<file path="src/rtl/ifetch_pkg.sv">
// Shared definitions for the instruction fetch stage and the decoder.
package ifetch_pkg;

    localparam int unsigned XLEN   = 32;
    localparam int unsigned PC_INC = 4;

    localparam logic [5:0] OP_J   = 6'b000010;
    localparam logic [5:0] OP_JAL = 6'b000011;

    typedef enum logic [1:0] {
        IDLE  = 2'd0,
        FETCH = 2'd1,
        HOLD  = 2'd2,
        DRAIN = 2'd3
    } ifu_state_e;

endpackage : ifetch_pkg

</file>
<file path="src/rtl/pc_next_sel.sv">
// Next-PC selection: redirect target, optional direct jump, else pc+4.
// Optional feature: define IFETCH_JUMP_EN to follow j/jal targets at fetch.
module pc_next_sel
    import ifetch_pkg::*;
(
    input  logic [XLEN-1:0] pc,
    input  logic [XLEN-1:0] rdata,
    input  logic            br_taken,
    input  logic [XLEN-1:0] br_target,
    output logic [XLEN-1:0] next_pc_c
);

    logic [XLEN-1:0] pc_plus4;
    logic            unused_bits;

    assign pc_plus4 = pc + XLEN'(PC_INC);

`ifdef IFETCH_JUMP_EN
    assign unused_bits = ^br_target[1:0];
`else
    assign unused_bits = ^{rdata, br_target[1:0]};
`endif

    // Redirect has priority over any jump found in the fetched word.
    always_comb begin
        next_pc_c = pc_plus4;
        if (br_taken) begin
            next_pc_c = {br_target[XLEN-1:2], 2'b00};
        end
`ifdef IFETCH_JUMP_EN
        else if ((rdata[31:26] == OP_J) || (rdata[31:26] == OP_JAL)) begin
            next_pc_c = {pc_plus4[31:28], rdata[25:0], 2'b00};
        end
`endif
    end

endmodule : pc_next_sel

</file>
<file path="src/rtl/instr_fetch_unit.sv">
// Multicycle instruction fetch: PC, imem req/ack, instruction register, EU handshake.
// Optional feature: IFETCH_JUMP_EN (direct j/jal following in pc_next_sel).
module instr_fetch_unit
    import ifetch_pkg::*;
#(
    parameter logic [31:0] RESET_PC = 32'h0000_0000
) (
    input  logic        clk,
    input  logic        reset,
    output logic [31:0] imem_addr,
    output logic        imem_req,
    input  logic        imem_ack,
    input  logic [31:0] imem_rdata,
    output logic        ir_valid,
    input  logic        ir_ready,
    output logic [31:0] instr,
    output logic [31:0] pc_out,
    output logic [5:0]  opcode,
    output logic [4:0]  rs,
    output logic [4:0]  rt,
    output logic [4:0]  rd,
    output logic [4:0]  shamt,
    output logic [5:0]  funct,
    output logic [15:0] imm16,
    input  logic        br_taken,
    input  logic [31:0] br_target
);

    ifu_state_e  state;
    logic [31:0] pc;
    logic [31:0] redir;
    logic [31:0] next_pc_c;

    pc_next_sel u_pc_next_sel (
        .pc        (pc),
        .rdata     (imem_rdata),
        .br_taken  (br_taken),
        .br_target (br_target),
        .next_pc_c (next_pc_c)
    );

    // The fetch address is the PC register itself, so it only moves when pc does.
    assign imem_addr = pc;

    assign opcode = instr[31:26];
    assign rs     = instr[25:21];
    assign rt     = instr[20:16];
    assign rd     = instr[15:11];
    assign shamt  = instr[10:6];
    assign funct  = instr[5:0];
    assign imm16  = instr[15:0];

    // Fetch FSM with registered req/valid and instruction register.
    always_ff @(posedge clk) begin
        if (reset) begin
            state    <= IDLE;
            pc       <= RESET_PC;
            redir    <= '0;
            imem_req <= 1'b0;
            ir_valid <= 1'b0;
            instr    <= '0;
            pc_out   <= '0;
        end else begin
            case (state)
                IDLE: begin
                    state    <= FETCH;
                    imem_req <= 1'b1;
                end
                FETCH: begin
                    if (imem_ack) begin
                        pc <= next_pc_c;
                        if (!br_taken) begin
                            instr    <= imem_rdata;
                            pc_out   <= pc;
                            imem_req <= 1'b0;
                            ir_valid <= 1'b1;
                            state    <= HOLD;
                        end
                    end else if (br_taken) begin
                        // Request is in flight: keep addr stable and drain it first.
                        redir <= {br_target[31:2], 2'b00};
                        state <= DRAIN;
                    end
                end
                HOLD: begin
                    if (br_taken || ir_ready) begin
                        if (br_taken) begin
                            pc <= next_pc_c;
                        end
                        ir_valid <= 1'b0;
                        imem_req <= 1'b1;
                        state    <= FETCH;
                    end
                end
                DRAIN: begin
                    if (imem_ack) begin
                        pc    <= br_taken ? next_pc_c : redir;
                        state <= FETCH;
                    end else if (br_taken) begin
                        redir <= {br_target[31:2], 2'b00};
                    end
                end
                default: begin
                    state <= IDLE;
                end
            endcase
        end
    end

endmodule : instr_fetch_unit

</file>
<file path="config.mk">
export PLATFORM = sky130hd
export DESIGN_NAME = instr_fetch_unit
export DESIGN_NICKNAME = d
export VERILOG_FILES = /design/src/rtl/ifetch_pkg.sv /design/src/rtl/pc_next_sel.sv /design/src/rtl/instr_fetch_unit.sv
export SDC_FILE = /design/constraint.sdc
export NUM_CORES = 1
export LEC_CHECK = 0
export ABC_CLOCK_PERIOD_IN_PS = 2100
export BUFFER_PORTS_ARGS = -buffer_cell sky130_fd_sc_hd__buf_4
export CORE_UTILIZATION = 37
export DETAILED_ROUTE_END_ITERATION = 8
export GPL_ROUTABILITY_DRIVEN = 1
export GPL_TIMING_DRIVEN = 0
export HOLD_SLACK_MARGIN = 0.06
export PLACE_DENSITY = 0.76
export SETUP_SLACK_MARGIN = 0.5
export SLEW_MARGIN = 10
export SYNTH_ARGS = -nofsm -noshare
export SYNTH_HDL_FRONTEND = slang
export SYNTH_SLANG_ARGS = --single-unit
</file>
<file path="constraint.sdc">
create_clock -name clk -period 2.1 [get_ports clk]
set_clock_uncertainty 0.15 [all_clocks]
set_input_delay 0.21 -clock clk [delete_from_list [all_inputs] [get_ports clk]]
set_output_delay 0.21 -clock clk [all_outputs]
set_load 0.05 [all_outputs]
</file>
==> summary.log, run 1 <==
[run_status] result of the run finished with violations
[run_status] failing checks setup timing
[placement] number of buffers added on ports 211
[routing] final routed DRC violation total 0
[synthesis] count of mapped cells out of synthesis 833
[cells_and_area] Layout area overhead 86.7%
[placement] routability cong. 0.907
[setup_path] Data required, critical path 2250 ps
[synthesis] post-synthesis async set-or-reset flop share 0%
[cts] later-pin clock latency in the skew report 430 ps
[routing] Antenna Violating Nets Remaining 0
[sta] clock period minus final worst setup slack 2150 ps
[cts] clock-pin slew on the worst setup and hold paths 60 ps
[global_routing] global route total overflow 0
[die] I/O Pins 215
[die] die outline height 131 um
[pwr] Leakage Power 4.71 nW
[sta] f_max 465 MHz
[routing] vias after detailed routing 8130
[cells_and_area] post-layout net count 1268
[synthesis] total standard cell area after synthesis 6110 sq um
[placement] post-detailed-placement cell area 8130 sq um
[cells_and_area] proportion of layout cells with a drive suffix above 1 51.1%
[cts] clock tree from TritonCTS done
[pwr] switching power share of the total 30.1%
[global_routing] most used routing layer in global routing met2
[sta] Setup violations, final 1
[sta] Pins Over Slew Limit 0
[die] number of rows in the core area 46
[setup_path] category of the critical setup timing path flop to flop
[pwr] portion of total power attributed to the clock network 41.5%
[setup_path] nature of the critical path endpoint flop
[pwr] Peak supply drop 0.529 mV
[global_routing] first-pass GRT wire length 35800 um
[global_routing] largest net degree at the start of global routing 17
[global_routing] GR met1 Demand/Resource 32.8%
[pwr] share of total power in sequential cells 37.7%
[sta] final cycle utilization of the critical path 103%
[cts] clock sink count 130
[cells_and_area] Finished Cell Area 11400 sq um
[cts] H-tree levels 4
[routing] detailed router's first-iteration violation count 968
[global_routing] met2 track demand over resource in global routing 44.9%
[placement] Detail Placement HPWL 16000 um
[synthesis] synthesis-stage register bit count 130
[global_routing] routing usage on met3 7.57%
[routing] number of iterations in the first detailed-routing pass 7
[sta] unrepaired setup endpoints after global routing yes
[sta] Hold Fails Final Rpt 0
[setup_path] highest fanout seen on the critical path 7
[sta] Worst Max-Slew Pin Slew 942 ps
[setup_path] kind of launch point of the worst setup path flop
[synthesis] sequential share of the synthesized area 42.6%
[synthesis] commonest register cell after synthesis dfxtp_1
[global_routing] initial antenna violation count 0
[routing] drt wl/cell 20.5 um
[synthesis] number of warning messages in the yosys log 0
[sta] crit path setup slack, layout -52.7 ps
[sta] headroom to the max-slew limit 37.2%
[die] initial cell density of the core 38.2%
[setup_path] data arrival time of the critical path 2300 ps
[pwr] internal power consumption 0.00490 W
[pwr] pwr dens 615 nW/um^2
[cts] buffer depth of the longest clock path 2
[synthesis] number of synthesized flops with an enable pin 0
[routing] ratio of routed vias to standard cells 5.70
[routing] final WL 29200 um
[die] die width 131 um
[cells_and_area] end-of-flow core utilization 71.3%
[die] total die area 17000 sq um
[setup_path] worst setup slack for register-to-register paths -50 ps
[cells_and_area] fill cell total of the finished layout 1089
[global_routing] Tot GR Track Use 27.5%
[run] max-cap check violation count 0
[cts] root buffer selected by CTS clkbuf_16
[pwr] switching power total 0.00212 W
[synthesis] post-synthesis average cell area 7.33 sq um
[global_routing] number of global-route vias before repair 6780
[synthesis] library cells used by synthesis 52
[die] area of the core region 16000 sq um
[cts] total clock buffers created by CTS 17
[synthesis] Net Count, Synth 903
[min_path] class of the tightest hold or removal check input pin to flop
[pwr] combinational power share 20.8%
[cells_and_area] diodes inserted 0
==> metrics by stage <==
step	cells	TNS (ps)	hold WS, ps	setup WS (ps)	power [W]
floorplan	833	0	196	55.8	0.00331
global placement	1260	-215	289	-51.9	0.00370
detailed placement	1260	-761	293	-99.7	0.00371
CTS	1394	0	78.5	93.0	0.00675
global route	1426	-140	108	-108	0.00718
finish	1426	-52.7	95.9	-52.7	0.00702
==> cell type report <==
class                   instances  area (sq um)  area share (%)
repair buffers                346          2980            26.1
clock inverters                 9          78.8           0.691
clock buffers                  22           495            4.34
multi-input cells             584          3910            34.3
plain buffers                 111           952            8.35
flip-flops and latches        130          2680            23.5
inverters                       8          31.3           0.274
well taps                     216           270            2.37
==> routing by layer <==
| layer | part of all wire, % | vias up |
|---|---|---|
| met5 | 0 | - |
| met4 | 6.6 | 0 |
| met3 | 11 | 200 |
| met2 | 47 | 657 |
| met1 | 36 | 3734 |
| li1 | - | 3539 |
==> power by group through the flow <==
stage	clock [W]	sequential, W	combinational (W)
finish	0.00291	0.00265	0.00146
global route	0.00301	0.00265	0.00151
CTS	0.00290	0.00262	0.00123
detailed placement	0	0.00269	0.00103
global placement	0	0.00268	0.00102
floorplan	0	0.00285	0.000459
==> cell families after synthesis <==
kind of cell	Yosys count	share of synthesized area, %
buf+inv	119	10.5
fa+ha+maj	1	0.205
flops	130	42.6
simple gates	352	25.6
mux	1	0.164
compound gates	230	21.0
==> sequential cells by signal (all words and copies together), names as in the netlist <==
signal     flops
imem_req       1
imem_addr     32
redir         30
instr         32
state          2
ir_valid       1
pc_out        32
==> cells in the mapped netlist, drive strengths merged, types with 3 or more instances <==
| cell type | instances | share of area, % |
|---|---|---|
| nand2 | 248 | 15 |
| dfxtp | 130 | 43 |
| a21oi | 129 | 11 |
| buf | 60 | 6.9 |
| o21ai | 54 | 4.4 |
| clkbuf | 51 | 3.2 |
| nor2 | 21 | 1.3 |
| nand3 | 19 | 1.6 |
| nand4 | 12 | 1.5 |
| a31oi | 10 | 1.0 |
| nor4 | 9 | 1.3 |
| a21o | 8 | 0.98 |
| and3 | 8 | 0.82 |
| inv | 7 | 0.43 |
| nor3 | 7 | 0.57 |
| or4 | 6 | 0.74 |
| a22oi | 5 | 0.61 |
| a32o | 4 | 0.66 |
| and2 | 4 | 0.41 |
| and4 | 3 | 0.43 |
| nand2b | 3 | 0.31 |
| nor2b | 3 | 0.31 |
| o211ai | 3 | 0.37 |
| or3 | 3 | 0.31 |
==> worst max-delay path: stages, from the launching register on <==
cell     delay (ps)
dfxtp_4         390
ha_4            180
nand3_4          80
or3_4           340
buf_8           160
buf_4           140
nor4_4          130
o21ai_1         110
a21oi_1         330
==> repair_timing <==
item	CTS	global route
hold buffers	64	0
buffers inserted	39	24
cloned	0	8
gates resized for setup	111	281
endpoints found under the hold margin	75	0
pin swaps	37	142
setup endpoints to repair	126	116
==> path summary, 6_finish.rpt <==
check,from,to,cells after the start
hold reg to reg,redir[28],redir[28],2
hold / removal,imem_ack,state[0],4
setup reg to reg,imem_addr[3],imem_addr[14],8
setup / recovery,imem_addr[3],imem_addr[14],8
==> layout by cell type, fill, tap and decap left out, drive strengths merged, types with 3 or more instances in the layout <==
master | netlist | final
buf | 60 | 346
nand2 | 248 | 248
dfxtp | 130 | 130
a21oi | 129 | 129
clkbuf | 51 | 69
dlygate4sd3 | 0 | 64
o21ai | 54 | 54
nor2 | 21 | 21
nand3 | 19 | 19
nand4 | 12 | 12
a31oi | 10 | 10
nor4 | 9 | 9
a21o | 8 | 8
and3 | 8 | 8
inv | 7 | 7
clkinv | 1 | 7
nor3 | 7 | 7
or4 | 6 | 6
a22oi | 5 | 5
a32o | 4 | 4
and2 | 4 | 4
nand2b | 3 | 3
o211ai | 3 | 3
and4 | 3 | 3
or3 | 3 | 3
nor2b | 3 | 3
(Power assumes the default switching activity.)
==> run 2, diff against run 1 <==
PLACE_DENSITY = 0.74   (was 0.76)
==> run 2 against run 1 <==
The run now ends clean. Wire length is 5.4% lower. Critical path depth is 2 lower. Clock power hardly changed. Sequential power hardly changed. Sequential cell count stayed put. Non-clock buffer count is 3 higher. Power is 0.65% higher. Setup slack better by 59 ps. Die area stayed put. Count of clock-buffer cells in the layout is 7 higher. Via count is 4.0% lower. Cell count is 0.21% higher. Largest power group unchanged.
==> summary.log, run 2 (same netlist as run 1, synthesis figures left out) <==
[cts] root buffer selected by CTS clkbuf_16
[sta] Setup violations, final 0
[routing] vias after detailed routing 7805
[pwr] switching power total 0.00205 W
[pwr] Peak supply drop 0.632 mV
[setup_path] worst setup slack for register-to-register paths 7 ps
[placement] number of buffers added on ports 211
[sta] worst hold margin 104 ps
[global_routing] initial antenna violation count 0
[pwr] pwr dens 620 nW/um^2
[setup_path] kind of launch point of the worst setup path flop
[cts] clock sink count 130
[global_routing] global route total overflow 0
[pwr] share of total power in sequential cells 37.4%
[sta] crit path setup slack, layout 6.57 ps
[cts] H-tree levels 4
[cts] clock-pin slew on the worst setup and hold paths 60 ps
[setup_path] cell with the biggest individual delay on the critical path or4_4
[sta] Worst Max-Slew Pin Slew 866 ps
[pwr] internal power consumption 0.00501 W
[die] die width 131 um
[pwr] switching power share of the total 29.1%
[die] number of rows in the core area 46
[routing] detailed router's first-iteration violation count 742
[setup_path] Bufs and invs on worst path 1
[cells_and_area] commonest non-fill, non-tap cells in the layout buf_4, nand2_1, dfxtp_1
[cells_and_area] proportion of layout cells with a drive suffix above 1 50.0%
[global_routing] number of global-route vias before repair 6527
[min_path] class of the tightest hold or removal check input pin to flop
[setup_path] nature of the critical path endpoint flop
[sta] final cycle utilization of the critical path 99.7%
[run] max-cap check violation count 0
[placement] Detail Placement HPWL 15900 um
[routing] final routed DRC violation total 0
[global_routing] first-pass GRT wire length 35000 um
[setup_path] cell family contributing the most delay on the critical path simple AND/OR/NAND/NOR gates
[cells_and_area] leading cell type in the layout, fill and taps excluded buf_4
[pwr] combinational power share 21.0%
[cts] total clock buffers created by CTS 17
[min_path] origin of the worst min-delay path imem_ack
[global_routing] largest net degree at the start of global routing 17
[sta] Pins Over Slew Limit 0
[pwr] Leakage Power 4.74 nW
[die] die outline height 131 um
[routing] Antenna Violating Nets Remaining 0
[die] initial cell density of the core 38.2%
[sta] Hold Fails Final Rpt 0
[cells_and_area] fill cell total of the finished layout 1090
[global_routing] Tot GR Track Use 27.1%
[cells_and_area] post-layout net count 1271
[run_status] result of the run completed
[cells_and_area] diodes inserted 0
[sta] headroom to the max-slew limit 42.3%
[die] total die area 17000 sq um
[die] area of the core region 16000 sq um
[setup_path] FF-to-FF Start imem_addr[13]
[pwr] portion of total power attributed to the clock network 41.6%
[routing] drt wl/cell 19.3 um
[setup_path] critical path cell sequence nand4_1, buf_4, nor4_4, nand3_2, or4_4, a311oi_2
[setup_path] data arrival time of the critical path 2270 ps
[sta] f_max 478 MHz
[sta] clock period minus final worst setup slack 2090 ps
[cells_and_area] Layout area overhead 86.5%
[setup_path] category of the critical setup timing path flop to flop
[setup_path] highest fanout seen on the critical path 3
[routing] ratio of routed vias to standard cells 5.46
[placement] Setup WS pre-CTS -195 ps
[setup_path] highest cell delay on the worst timing path 440 ps
[placement] routability cong. 0.890
[routing] number of iterations in the first detailed-routing pass 6
[sta] unrepaired setup endpoints after global routing yes
[setup_path] CP Launch Point imem_addr[13]
[cts] buffer depth of the longest clock path 2
[cts] later-pin clock latency in the skew report 430 ps
[die] I/O Pins 215
[cts] clock tree from TritonCTS done
[routing] final WL 27600 um
[setup_path] Data required, critical path 2280 ps
==> run 2: timing repair <==
action,4_1_cts,5_1_grt
hold endpoints to repair,75,0
gates resized for setup,100,280
pin swaps,30,129
setup buffers,46,17
cloned,0,10
setup endpoints to repair,126,110
hold buffers,65,0
==> run 2: per-stage QoR <==
| step | area (sq um) | power (W) | utilization [%] | TNS [ps] | instances |
|---|---|---|---|---|---|
| after global placement | 8130 | 0.00371 | 50.8 | -512 | 1260 |
| after global routing | 11400 | 0.00726 | 71.2 | -8.21 | 1429 |
| final | 11400 | 0.00706 | 71.2 | 0 | 1429 |
| after detailed placement | 8130 | 0.00371 | 50.8 | -605 | 1260 |
| after floorplan | 6280 | 0.00331 | - | 0 | 833 |
| after CTS | 10100 | 0.00681 | 63.1 | 0 | 1402 |
==> run 2: final cells by class <==
type                    instances  area [sq um]  area share, %
well taps                     216           270           2.37
repair buffers                349          3020           26.5
clock inverters                 2          10.0         0.0878
flip-flops and latches        130          2690           23.6
plain buffers                 111           945           8.29
multi-input cells             584          3840           33.7
inverters                       8          31.3          0.274
clock buffers                  29           583           5.12
==> run 2: layer usage <==
metal	up-vias	share of wire, %	track usage, %
met5	-	0	0
met4	0	3.8	11.6
met3	109	11	8.43
met2	509	48	44.3
met1	3639	37	32.9
li1	3548	-	-
==> run 2: final timing paths <==
path,cells after the start,to
worst max-delay path,6,imem_addr[29]
worst min register to register,2,redir[12]
worst max register to register,6,imem_addr[29]
worst min-delay path,4,state[0]
==> run 2: power groups by stage <==
stage	sequential (W)	combinational (W)	clock (W)
finish	0.00264	0.00148	0.00294
global route	0.00265	0.00154	0.00308
CTS	0.00263	0.00123	0.00295
detailed placement	0.00269	0.00103	0
global placement	0.00268	0.00102	0
floorplan	0.00285	0.000459	0
==> run 2: worst reg2reg max path, cell delays in order (launching register included) <==
cell      delay [ps]
dfxtp_4          350
nand4_1          140
buf_4            180
nor4_4           330
nand3_2          160
or4_4            440
a311oi_2         260
==> run 3, diff against run 2 <==
RECOVER_POWER = 50   (was default)
==> run 3 against run 2 <==
Register-to-register slack is essentially flat. Sequential share of layout area increased by 0.89 points. First-iteration DRC count grew 0.94%. Cell count unchanged. Global-route usage unchanged. Worst hold slack worse by 2.3 ps. Critical endpoint unchanged.
==> summary.log, run 3 (same netlist as run 1, synthesis figures left out) <==
[sta] Hold Fails Final Rpt 0
[cts] clock tree from TritonCTS done
[cts] later-pin clock latency in the skew report 420 ps
[cells_and_area] end-of-flow core utilization 68.6%
[setup_path] highest fanout seen on the critical path 3
[placement] routability cong. 0.890
[routing] drt wl/cell 19.4 um
[routing] final WL 27800 um
[min_path] class of the tightest hold or removal check input pin to flop
[sta] unrepaired setup endpoints after global routing yes
[setup_path] data arrival time of the critical path 2260 ps
[routing] vias after detailed routing 7879
[setup_path] nature of the critical path endpoint flop
[cts] clock sink count 130
[pwr] Peak supply drop 0.628 mV
[cells_and_area] fill cell total of the finished layout 1233
[placement] Detail Placement HPWL 15900 um
[setup_path] category of the critical setup timing path flop to flop
[sta] crit path setup slack, layout 18.2 ps
[cells_and_area] commonest non-fill, non-tap cells in the layout buf_4, nand2_1, clkbuf_1
[setup_path] critical path cell sequence nand4_1, buf_4, nor4_4, nand3_2, or4_4, a311oi_2
[cells_and_area] Non-Filler Instances 1429
[die] I/O Pins 215
[cts] root buffer selected by CTS clkbuf_16
[pwr] Leakage Power 4.27 nW
[global_routing] largest net degree at the start of global routing 17
[die] area of the core region 16000 sq um
[die] number of rows in the core area 46
[routing] number of iterations in the first detailed-routing pass 7
[pwr] pwr dens 638 nW/um^2
[placement] cell count after placement 1260
[cts] clock-pin slew on the worst setup and hold paths 60 ps
[routing] Antenna Violating Nets Remaining 0
[sta] final cycle utilization of the critical path 99.1%
[setup_path] cell with the biggest individual delay on the critical path or4_4
[setup_path] kind of launch point of the worst setup path flop
[routing] final routed DRC violation total 0
[sta] worst hold margin 101 ps
[routing] detailed router's first-iteration violation count 749
[global_routing] global route total overflow 0
[setup_path] Bufs and invs on worst path 1
[sta] accumulated negative setup slack 0 ps
[setup_path] Data required, critical path 2280 ps
[run_status] result of the run completed
[setup_path] highest cell delay on the worst timing path 440 ps
[die] die outline height 131 um
[cells_and_area] area occupied by multi-input gates 3840 sq um
[global_routing] Tot GR Track Use 27.1%
[sta] f_max 480 MHz
[cts] total clock buffers created by CTS 17
[run] max-cap check violation count 0
[sta] Setup violations, final 0
[cells_and_area] leading cell type in the layout, fill and taps excluded buf_4
[routing] ratio of routed vias to standard cells 5.51
[cells_and_area] sequential cell area in the final layout 2690 sq um
[sta] clock period minus final worst setup slack 2080 ps
[placement] number of buffers added on ports 211
[global_routing] initial antenna violation count 0
[global_routing] first-pass GRT wire length 35000 um
[cts] buffer depth of the longest clock path 2
[cells_and_area] Layout area overhead 79.7%
[cts] H-tree levels 4
[sta] Pins Over Slew Limit 0
[cells_and_area] post-layout net count 1271
[die] initial cell density of the core 38.2%
[placement] Setup WS pre-CTS -195 ps
[cells_and_area] diodes inserted 0
[global_routing] number of global-route vias before repair 6527
[setup_path] cell family contributing the most delay on the critical path simple AND/OR/NAND/NOR gates
[die] die width 131 um
[cells_and_area] proportion of layout cells with a drive suffix above 1 40.6%
[sta] headroom to the max-slew limit 40.2%
[die] total die area 17000 sq um
[sta] Worst Max-Slew Pin Slew 897 ps
[run 3: cell count changes in the layout (fill, tap and decap cells not counted), sizes merged]
| cell | delta |
|---|---|
| buf | -110 |
| clkbuf | +110 |
[run 3: per-layer routing]
metal  up-vias  global-route usage [%]  wire length (um)
li1       3545                       -                 -
met2       583                    44.3             13200
met3       122                    8.43              3170
met5         -                       0                 0
met4         0                    11.6              1080
met1      3629                    32.9             10300
[run 3: tightest hold or removal path, cell delays in order]
cell     delay (ps)
buf_4           140
nand2_2          70
o21ai_0         150
a21oi_1          60
[run 3: final timing paths]
kind	from	end	slack [ps]	cells after the start
worst min-delay path	imem_ack	state[0]	100	4
worst min register to register	redir[12]	redir[12]	300	2
worst max register to register	imem_addr[13]	imem_addr[29]	20	6
worst max-delay path	imem_addr[13]	imem_addr[29]	20	6
[run 3: per-stage QoR]
stage | total power (W) | area, sq um
after global placement | 0.00371 | 8130
after detailed placement | 0.00371 | 8130
after floorplan | 0.00331 | 6280
after CTS | 0.00681 | 10100
final | 0.00700 | 11000
after global routing | 0.00721 | 11000
[run 3: area by class of cell]
class                      instances  area share [%]
buffer                           111            8.56
clock inverter                     2          0.0912
sequential                       130            24.5
inverter                           8           0.285
timing repair buffer             349            23.8
multi-input combinational        584            35.0
tap                              216            2.46
clock buffer                      29            5.31
[run 3: repair_timing]
| item | CTS | global route |
|---|---|---|
| setup buffers | 46 | 17 |
| hold buffers | 65 | 0 |
| gates cloned | 0 | 10 |
| setup endpoints to repair | 126 | 110 |
| pin swaps | 30 | 129 |
| gates resized for setup | 100 | 280 |
| hold endpoints to repair | 75 | 0 |
[run 3: report_power, final]
part / internal, W / leakage (nW) / switching, W / total (W)
registers: 0.00254 / 1.07 / 0.000105 / 0.00264
clock network: 0.00186 / 0.296 / 0.00107 / 0.00294
logic: 0.000557 / 2.90 / 0.000871 / 0.00143
total: 0.00496 / 4.27 / 0.00205 / 0.00700
